File: src/rtl/oct_tone_gen.sv
// -----------------------------------------------------------------------------
// oct_tone_gen
//
// Square-wave tone generator driven by the octave FSM. The per-note base
// half-period (octave O1) is divided by 2^octave to give the effective
// half-period. The tone is 50% duty: high for eff cycles, then low for eff
// cycles. Note and octave changes are sampled only at half-period boundaries,
// so the output never produces a runt pulse. Releasing the key stops the
// tone on the next clock edge.
//
// Ports:
//   clk        system clock
//   rst        synchronous reset, active-high
//   note_en    1 = key held, tone requested
//   note_div   base half-period for O1, in clk cycles (DIV_W bits)
//   octave     octave state 0..6 (O1..O7); 7 is invalid and stops the tone
//   tone_out   registered square-wave tone
//   rise_tick  registered one-cycle pulse on each rising edge of tone_out
//   active     registered, 1 while the generator is running
// -----------------------------------------------------------------------------
module oct_tone_gen #(
    parameter int unsigned DIV_W = 16
) (
    input  logic             clk,
    input  logic             rst,
    input  logic             note_en,
    input  logic [DIV_W-1:0] note_div,
    input  logic [2:0]       octave,
    output logic             tone_out,
    output logic             rise_tick,
    output logic             active
);

    localparam int unsigned OCT_W   = 3;
    localparam logic [OCT_W-1:0] OCT_INVALID = OCT_W'(7);

    typedef enum logic {
        ST_IDLE = 1'b0,
        ST_RUN  = 1'b1
    } state_e;

    // Registered state
    state_e           state_q;
    state_e           state_d;
    logic [DIV_W-1:0] cnt_q;
    logic [DIV_W-1:0] cnt_d;
    logic             tone_q;
    logic             tone_d;
    logic             rise_q;
    logic             rise_d;
    logic             active_q;
    logic             active_d;

    // Combinational helpers
    logic [DIV_W-1:0] eff_c;
    logic             start_ok_c;
    logic             cnt_zero_c;

    // Effective half-period from the inputs presented this cycle; a shift
    // that empties the value yields 0 and blocks the tone.
    always_comb begin
        eff_c      = DIV_W'(note_div >> octave);
        start_ok_c = note_en && (octave != OCT_INVALID) && (eff_c != '0);
        cnt_zero_c = (cnt_q == '0);
    end

    // Next-state and next-output logic
    always_comb begin
        state_d  = state_q;
        cnt_d    = cnt_q;
        tone_d   = tone_q;
        rise_d   = 1'b0;
        active_d = active_q;

        unique case (state_q)
            ST_IDLE: begin
                tone_d   = 1'b0;
                active_d = 1'b0;
                cnt_d    = '0;
                if (start_ok_c) begin
                    // Every tone begins with a full high half-period.
                    state_d  = ST_RUN;
                    tone_d   = 1'b1;
                    rise_d   = 1'b1;
                    active_d = 1'b1;
                    cnt_d    = eff_c - DIV_W'(1);
                end
            end

            ST_RUN: begin
                if (!note_en) begin
                    // Key release stops the tone immediately.
                    state_d  = ST_IDLE;
                    tone_d   = 1'b0;
                    active_d = 1'b0;
                    cnt_d    = '0;
                end else if (!cnt_zero_c) begin
                    cnt_d = cnt_q - DIV_W'(1);
                end else if (!start_ok_c) begin
                    // Boundary with an unusable note/octave: stop cleanly.
                    state_d  = ST_IDLE;
                    tone_d   = 1'b0;
                    active_d = 1'b0;
                    cnt_d    = '0;
                end else begin
                    // Boundary: new note/octave take effect from here.
                    tone_d = ~tone_q;
                    rise_d = ~tone_q;
                    cnt_d  = eff_c - DIV_W'(1);
                end
            end

            default: begin
                state_d  = ST_IDLE;
                tone_d   = 1'b0;
                active_d = 1'b0;
                cnt_d    = '0;
            end
        endcase
    end

    // State, counter and output registers
    always_ff @(posedge clk) begin
        if (rst) begin
            state_q  <= ST_IDLE;
            cnt_q    <= '0;
            tone_q   <= 1'b0;
            rise_q   <= 1'b0;
            active_q <= 1'b0;
        end else begin
            state_q  <= state_d;
            cnt_q    <= cnt_d;
            tone_q   <= tone_d;
            rise_q   <= rise_d;
            active_q <= active_d;
        end
    end

    assign tone_out  = tone_q;
    assign rise_tick = rise_q;
    assign active    = active_q;

endmodule

File: config.mk
export PLATFORM = sky130hd
export DESIGN_NAME = oct_tone_gen
export DESIGN_NICKNAME = d
export VERILOG_FILES = /design/src/rtl/oct_tone_gen.sv
export SDC_FILE = /design/constraint.sdc
export NUM_CORES = 1
export LEC_CHECK = 0
export BUFFER_PORTS_ARGS = -buffer_cell sky130_fd_sc_hd__buf_2
export CORE_UTILIZATION = 40
export DETAILED_ROUTE_END_ITERATION = 6
export PLACE_DENSITY = 0.7
export SYNTH_ARGS = -nofsm -noshare
export SYNTH_HDL_FRONTEND = slang
export SYNTH_SLANG_ARGS = --single-unit
File: constraint.sdc
create_clock -name clk -period 3.28 [get_ports clk]
set_input_delay 0.492 -clock clk [delete_from_list [all_inputs] [get_ports clk]]
set_output_delay 0.492 -clock clk [all_outputs]
set_load 0.02 [all_outputs]
==> impl_metrics.json, run 1 <==
{
  "status": "complete, no violations",
  "synthArstFlopShare_pct": 0,
  "routedWlPerCell_um": 13.6,
  "postLayoutSetupSlackWorst_ps": 217,
  "cts_resized": 0,
  "reg2reg_to": "cnt_q[10]",
  "yosys_warnings": 0,
  "antenna_found_initial": 0,
  "min_path_type": "flip-flop to flip-flop",
  "die_area_um2": 5600,
  "area_growth_pct": 13.4,
  "finalHoldViolCount": 0,
  "setup-violations-final": 0,
  "postCtsSetupRepairBufs": 0,
  "final_max_slew_viol_count": 0,
  "max_stage_delay_ps": 570,
  "fin_crit_sh_pct": 93.4,
  "drt_first_pass_iters": 4,
  "p_leak_nw": 0.970,
  "power-per-cell-area_nw_per_um2": 375,
  "grt_pass1_vias": 1759,
  "power.internal_mw": 0.566,
  "critPathSlowestCell": "mux4_1",
  "arrival_ps": 3190,
  "ctsHoldBuffers": 0,
  "htree_levels": 1,
  "vias_per_cell": 5.64,
  "grt_max_degree": 38,
  "hold_depth": 1,
  "rows": 26,
  "synth_cell_types": 53,
  "place_area_um2": 2350,
  "ant_nets": 0,
  "holdPathEnd": "rise_tick",
  "worst_pin_slew_ps": 664,
  "wl_um": 4880,
  "crit_path_end_kind": "flip-flop",
  "synth.ff_latch_count": 20,
  "syn_avg_cell_area_um2": 8.04,
  "maxSlewHeadroom_pct": 55.5,
  "crit_top_cell": "inv_1",
  "n_fill_cell": 522,
  "rsz0062_at_grt": "no",
  "r2r_slack_ps": 1190,
  "min_period_ps": 3060,
  "gp_congestion": 0.854,
  "num_io_pins": 25,
  "max_cap_violations": 0,
  "p_sw_share_pct": 37.2,
  "cts_tree": "yes",
  "die_y_um": 74.8,
  "timing.rr.start": "cnt_q[7]",
  "clock-sinks": 20,
  "p_switching_mw": 0.335,
  "r2r.worst_path.cells": 6,
  "max_freq_ghz": 0.326,
  "combPwrFrac_pct": 47.0,
  "synth_ff_type": "dfxtp_1",
  "clock-skew-final_ps": 2.91,
  "synthesis.area_um2": 2120,
  "grt_pass1_wl_um": 8200,
  "worstPathCellList": "buf_2 -> mux4_1 -> inv_1 -> nor2_1 -> a31oi_1 -> ha_1 -> inv_1 -> or3_1 -> and4bb_2 -> nand2_2 -> o21ai_4 -> o22ai_1",
  "antenna_cells": 0,
  "synth_edf_count": 0,
  "syn_inst": 264,
  "required_ps": 3400,
  "grt-ovfl-total": 0,
  "dp_cells": 355,
  "dp_hpwl_um": 3840,
  "seq_area_frac_synth_pct": 18.9,
  "drc_errors": 0,
  "seqPwrFrac_pct": 32.0,
  "cp_max_fo": 13,
  "critPathTopFamily": "simple AND/OR/NAND/NOR gates",
  "die_w_um": 74.8,
  "fin_cells": 359,
  "core_area_um2": 5110,
  "cts-root-buf": "clkbuf_8",
  "nets": 315,
  "critical_path_class": "primary input to flip-flop",
  "initial_utilization_pct": 41.5,
  "cp-start-kind": "primary input",
  "drt-initial-drc-count": 111,
  "clkTransAtPathRegs_ps": 70,
  "p_total_mw": 0.902,
  "track_usage_pct": 19.0,
  "peakVddDrop_mv": 0.191,
  "place_ws_ps": -80.6,
  "syn-num-nets": 289,
  "hp-start": "tone_out",
  "clock_power_share_pct": 21.0,
  "crit_buf_inv": 3,
  "cts_made_buffers": 3,
  "vias": 2023,
  "final_cell_area_um2": 2410,
  "timing.hold.ws_ps": 487,
  "port_buffers": 24,
  "cts.path.max_buffers": 2,
  "clk_latency_ps": 260,
  "drive_above_1_share_pct": 20.8
}
metal layers:
metal  vias up  wire [µm]  GRT usage, %
met2        35       2340          33.0
met4         0          4          1.26
met5         -          0             0
met3         2        136          2.41
met1       962       2400          26.1
li1       1024          -             -
cell usage after synthesis (2+ instances only):
cell / count / area (µm²)
nor2_1: 21 / 78.8
nand4_1: 3 / 18.8
o21ai_0: 15 / 75.1
inv_1: 7 / 26.3
mux4_1: 2 / 52.6
o21a_1: 4 / 30.0
xor2_1: 8 / 70.1
mux2_2: 9 / 101
nand2_1: 22 / 82.6
nand3b_1: 2 / 15.0
nand2b_1: 7 / 43.8
clkbuf_1: 5 / 18.8
nor2b_1: 9 / 56.3
xnor2_1: 19 / 166
buf_2: 6 / 30.0
or2_2: 2 / 12.5
a31oi_1: 4 / 25.0
nor3_1: 4 / 20.0
o2bb2ai_1: 3 / 26.3
nand3_1: 10 / 50.1
a32oi_1: 2 / 17.5
o22ai_1: 13 / 81.3
o22ai_2: 2 / 25.0
and3_1: 3 / 18.8
mux2i_1: 18 / 180
a21oi_1: 8 / 40.0
dfxtp_1: 20 / 400
ha_1: 3 / 37.5
a21o_1: 2 / 15.0
and2_1: 3 / 18.8
nor4_1: 6 / 37.5
cell families after synthesis:
family | Yosys count | synth area share, %
compound gates | 64 | 21.2
xor+xnor | 27 | 11.1
fa+ha+maj | 3 | 1.77
buf+inv | 22 | 4.78
flops | 20 | 18.9
mux | 30 | 16.8
simple gates | 98 | 25.5
cell type report:
class	instances	area [µm²]	share of cell area, %
well taps	70	87.6	3.64
inverters	8	30.0	1.25
flip-flops and latches	20	400	16.6
multi-input cells	222	1630	67.8
repair buffers	35	203	8.42
clock buffers	4	55.1	2.29
per-stage QoR:
stage / setup TNS [ps] / utilization (%)
after floorplan: 0 / -
after global placement: 0 / 46.0
after detailed placement: -709 / 46.0
after CTS: 0 / 47.1
after global routing: 0 / 47.1
final: 0 / 47.1
state kept, by name, indices dropped and copies added, names as in the netlist:
signal / count
cnt_q: 16
active: 1
rise_tick: 1
state_q: 1
tone_out: 1
power groups by stage:
stage          sequential (mW)  combinational [mW]  clock (mW)
2_1_floorplan            0.295               0.326           0
3_3_place_gp             0.293               0.417           0
3_5_place_dp             0.294               0.422           0
4_1_cts                  0.288               0.425       0.192
5_1_grt                  0.293               0.471       0.204
6_report                 0.288               0.424       0.189
worst max-delay path by stage:
stage	from	endpoint	slack [ps]	cells past startpoint
2_1_floorplan	octave[1]	cnt_q[10]	2	15
3_3_place_gp	octave[0]	cnt_q[10]	40	12
3_5_place_dp	octave[0]	cnt_q[11]	-80	12
4_1_cts	octave[0]	cnt_q[10]	190	12
5_1_grt	octave[0]	cnt_q[10]	20	12
6_report	octave[0]	cnt_q[10]	220	12
layout by cell type, fill, tap and decap left out, types with 2 or more instances in the layout:
| master | count |
|---|---|
| nand3b_1 | 2 |
| buf_2 | 24 |
| and2_1 | 3 |
| buf_4 | 11 |
| a21o_1 | 2 |
| ha_1 | 3 |
| nor2b_1 | 9 |
| xnor2_1 | 19 |
| xor2_1 | 8 |
| nand4_1 | 3 |
| nor4_1 | 6 |
| o21a_1 | 4 |
| a32oi_1 | 2 |
| and3_1 | 3 |
| o22ai_2 | 2 |
| o2bb2ai_1 | 3 |
| nand2_1 | 21 |
| mux4_1 | 2 |
| or2_2 | 2 |
| o22ai_1 | 13 |
| nor2_1 | 21 |
| inv_1 | 7 |
| mux2i_1 | 18 |
| nand3_1 | 10 |
| clkbuf_8 | 4 |
| nor3_1 | 4 |
| dfxtp_1 | 20 |
| a21oi_1 | 8 |
| mux2_2 | 9 |
| a31oi_1 | 4 |
| o21ai_0 | 15 |
| nand2b_1 | 7 |
No activity file was read; power rests on OpenSTA's default activity.
==> inputs of run 2 (changes only) <==
PLACE_DENSITY = 0.67   (was 0.7)
clock period = 3.1 ns   (was 3.28 ns; I/O delays follow)
==> run 2 against run 1 <==
Via count down 1.1%. Flip-flop and latch count unchanged. Clock skew about the same.
==> impl_metrics.json, run 2 (synthesis results as in run 1) <==
{
  "dp_hpwl_um": 3960,
  "crit_path_start": "octave[0]",
  "final_common_cell": "buf_2",
  "ctsHoldBuffers": 0,
  "antenna_found_initial": 0,
  "routedWlPerCell_um": 14.0,
  "final_max_slew_viol_count": 0,
  "cts.path.max_buffers": 2,
  "cts_made_buffers": 3,
  "ant_nets": 0,
  "rows": 26,
  "grt_pass1_vias": 1824,
  "cts_resized": 0,
  "critical_path_class": "primary input to flip-flop",
  "min_path_type": "flip-flop to flip-flop",
  "die_y_um": 74.8,
  "largest_reg_flops": 16,
  "drt-initial-drc-count": 87,
  "htree_levels": 1,
  "postCtsSetupRepairBufs": 0,
  "track_usage_pct": 19.8,
  "grt_pass1_wl_um": 8630,
  "cp-start-kind": "primary input",
  "die_area_um2": 5600,
  "grt-ovfl-total": 0,
  "dp_cells": 361,
  "required_ps": 3230,
  "num_io_pins": 25,
  "maxSlewHeadroom_pct": 44.2,
  "fin_cells": 364,
  "crit_path_end_kind": "flip-flop",
  "clk_latency_ps": 250,
  "peakVddDrop_mv": 0.166,
  "status": "complete, no violations",
  "fin_crit_sh_pct": 90.4,
  "cts-root-buf": "clkbuf_8",
  "nets": 321,
  "vias_per_cell": 5.49,
  "vias": 2000,
  "finalHoldViolCount": 0,
  "wl_um": 5090,
  "hp-start": "tone_out",
  "cp_max_fo": 5,
  "max_cap_violations": 0,
  "core_area_um2": 5110,
  "finalSetupTns_ps": 0,
  "antenna_cells": 0,
  "cts_tree": "yes",
  "top_register": "cnt_q",
  "area_growth_pct": 16.2,
  "drc_errors": 0,
  "max_freq_ghz": 0.357,
  "timing.rr.start": "cnt_q[2]",
  "port_buffers": 24,
  "mostFrequentLayoutCells": "24 x buf_2, 21 x nor2_1, 21 x nand2_1",
  "power-per-cell-area_nw_per_um2": 381,
  "clock-sinks": 20,
  "worst_pin_slew_ps": 829,
  "arrival_ps": 2930,
  "setup-violations-final": 0,
  "drt_first_pass_iters": 4,
  "grt_max_degree": 38,
  "rsz0062_at_grt": "no",
  "clkTransAtPathRegs_ps": 70,
  "initial_utilization_pct": 41.5,
  "die_w_um": 74.8,
  "drive_above_1_share_pct": 22.8,
  "clock-skew-final_ps": 3.22,
  "p_leak_nw": 1.02,
  "min_period_ps": 2800,
  "gp_congestion": 0.820
}
[run 2: final timing paths]
kind                     to  slack [ps]  cells after the start
setup / recovery  cnt_q[12]         300                     13
hold / removal    rise_tick         480                      1
setup reg to reg   cnt_q[5]         680                      6
hold reg to reg   rise_tick         480                      1
[run 2: through the flow]
stage / setup WS (ps) / utilization [%] / power [mW] / instance area (µm²) / hold slack [ps]
3_5_place_dp: 24.0 / 47.5 / 0.770 / 2420 / 463
3_3_place_gp: 80.4 / 47.5 / 0.766 / 2420 / 471
6_report: 297 / 48.3 / 0.939 / 2460 / 475
4_1_cts: 294 / 48.3 / 0.940 / 2460 / 479
5_1_grt: 104 / 48.3 / 1.00 / 2460 / 496
2_1_floorplan: 25.3 / - / 0.662 / 2180 / 442
[run 2: layout make-up]
| class | instances | area (µm²) |
|---|---|---|
| Sequential cell | 20 | 400 |
| Inverter | 8 | 30.0 |
| Tap cell | 70 | 87.6 |
| Timing Repair Buffer | 41 | 260 |
| Multi-Input combinational cell | 222 | 1650 |
| Fill cell | 526 | 2640 |
| Clock buffer | 3 | 41.3 |
[run 2: layer usage]
metal / routed length (µm) / vias to the layer above / GRT usage, %
met2: 2270 / 40 / 31.3
li1: - / 1033 / -
met1: 2600 / 921 / 29.0
met5: 0 / - / 0
met3: 182 / 6 / 1.47
met4: 46 / 0 / 4.82
[run 2: critical path: stages]
cell	delay, ps
buf_2	110
mux4_1	560
inv_1	100
nor2_1	40
a31oi_1	190
ha_2	240
inv_1	60
or3_1	320
and4bb_2	350
buf_4	150
a21oi_1	60
a41oi_1	190
o22ai_1	110
[run 2: power by group]
group	switching (mW)	total [mW]	internal, mW
sequential	0.0234	0.306	0.283
combinational	0.256	0.467	0.211
clock	0.0791	0.166	0.0864
total	0.358	0.939	0.581
==> inputs of run 3 (changes only) <==
CTS_CLUSTER_SIZE = 12   (was not set)
MAX_ROUTING_LAYER = met4   (was not set)
==> run 3 against run 2 <==
Count of clock-buffer cells in the layout is the same. Critical path depth stayed put. Hold slack barely moved. Final area unchanged. Clock skew decreased by 0.97 ps. Sequential power about the same. Fmax hardly changed. Routed wire length is 0.63% higher. Global-route usage up 0.62 points. Die area did not move. Non-clock buffer count unchanged. Critical path type unchanged. Critical endpoint unchanged. Largest cell class unchanged. Largest power group unchanged.
==> impl_metrics.json, run 3 (synthesis results as in run 1) <==
{
  "finalHoldViolCount": 0,
  "clk_latency_ps": 250,
  "vias_per_cell": 5.55,
  "n_fill_cell": 526,
  "max_freq_ghz": 0.357,
  "min_period_ps": 2800,
  "ctsHoldBuffers": 0,
  "status": "complete, no violations",
  "drt-initial-drc-count": 84,
  "clock-skew-final_ps": 2.24,
  "worst_pin_slew_ps": 851,
  "fin_crit_sh_pct": 90.5,
  "wl_um": 5130,
  "dp_cells": 361,
  "gp_congestion": 0.832,
  "num_io_pins": 25,
  "drt_first_pass_iters": 4,
  "antenna_cells": 0,
  "setup-violations-final": 0,
  "arrival_ps": 2930,
  "power-per-cell-area_nw_per_um2": 382,
  "cts.path.max_buffers": 2,
  "clock-sinks": 20,
  "combPwrFrac_pct": 49.8,
  "drive_above_1_share_pct": 22.8,
  "top_register": "cnt_q",
  "routedWlPerCell_um": 14.1,
  "die_y_um": 74.8,
  "final_common_cell": "buf_2",
  "p_total_mw": 0.941,
  "postCtsSetupRepairBufs": 0,
  "dp_hpwl_um": 3960,
  "cts_resized": 0,
  "postLayoutSetupSlackWorst_ps": 296,
  "antenna_found_initial": 0,
  "nets": 321,
  "largest_reg_flops": 16,
  "grt_pass1_vias": 1820,
  "rsz0062_at_grt": "no",
  "seqPwrFrac_pct": 32.6,
  "fin_cells": 364,
  "clock_power_share_pct": 17.6,
  "min_path_type": "flip-flop to flip-flop",
  "maxSlewHeadroom_pct": 42.7,
  "critical_path_class": "primary input to flip-flop",
  "port_buffers": 24,
  "peakVddDrop_mv": 0.166,
  "cts_tree": "yes",
  "r2r_slack_ps": 670,
  "cp-start-kind": "primary input",
  "drc_errors": 0,
  "cp_max_fo": 5,
  "power.internal_mw": 0.581,
  "area_growth_pct": 16.2,
  "crit_path_end_kind": "flip-flop",
  "htree_levels": 1,
  "track_usage_pct": 20.4,
  "grt_max_degree": 38,
  "die_w_um": 74.8,
  "p_sw_share_pct": 38.3,
  "vias": 2022,
  "die_area_um2": 5600,
  "initial_utilization_pct": 41.5,
  "p_leak_nw": 1.02,
  "clkTransAtPathRegs_ps": 70,
  "cts-root-buf": "clkbuf_8",
  "final_max_slew_viol_count": 0,
  "place_ws_ps": 24.0,
  "grt-ovfl-total": 0,
  "ant_nets": 0,
  "finalSetupTns_ps": 0,
  "cts_made_buffers": 3,
  "mostFrequentLayoutCells": "24 x buf_2, 21 x nor2_1, 21 x nand2_1",
  "rows": 26,
  "max_cap_violations": 0,
  "grt_pass1_wl_um": 8620,
  "core_area_um2": 5110,
  "p_switching_mw": 0.360,
  "required_ps": 3230
}
## run 3: path summary, 6_finish.rpt
kind,depth (start not counted),end,from
worst max-delay path,13,cnt_q[12],octave[0]
worst min-delay path,1,rise_tick,tone_out
worst max register to register,6,cnt_q[5],cnt_q[2]
worst min register to register,1,rise_tick,tone_out
## run 3: critical path, cell delays in order
cell and delay, ps:
buf_2 110, mux4_1 570, inv_1 100, nor2_1 40
a31oi_1 190, ha_2 240, inv_1 60, or3_1 320
and4bb_2 350, buf_4 150, a21oi_1 60, a41oi_1 190
o22ai_1 110
## run 3: cell type report
cell class              count  area [µm²]  share of cell area, %
well taps                  70        87.6                   3.55
inverters                   8        30.0                   1.22
clock buffers               3        41.3                   1.68
repair buffers             41         260                   10.6
flip-flops and latches     20         400                   16.2
multi-input cells         222        1650                   66.8
## run 3: per-layer routing
| metal | share of wire [%] | GRT usage [%] |
|---|---|---|
| met1 | 52 | 29.0 |
| met2 | 45 | 31.3 |
| met3 | 2.6 | 1.47 |
| met4 | 0.90 | 4.82 |
| met5 | 0 | - |
## run 3: power by group through the flow
| stage | combinational [mW] | clock [mW] | sequential, mW |
|---|---|---|---|
| floorplan | 0.350 | 0 | 0.312 |
| global placement | 0.456 | 0 | 0.310 |
| detailed placement | 0.458 | 0 | 0.311 |
| CTS | 0.466 | 0.168 | 0.306 |
| global route | 0.517 | 0.178 | 0.310 |
| finish | 0.469 | 0.166 | 0.306 |
## run 3: stage by stage
stage | area [µm²] | hold slack [ps] | utilization (%)
detailed placement | 2420 | 463 | 47.5
finish | 2460 | 475 | 48.3
floorplan | 2180 | 442 | -
global placement | 2420 | 471 | 47.5
global route | 2460 | 496 | 48.3
CTS | 2460 | 479 | 48.3
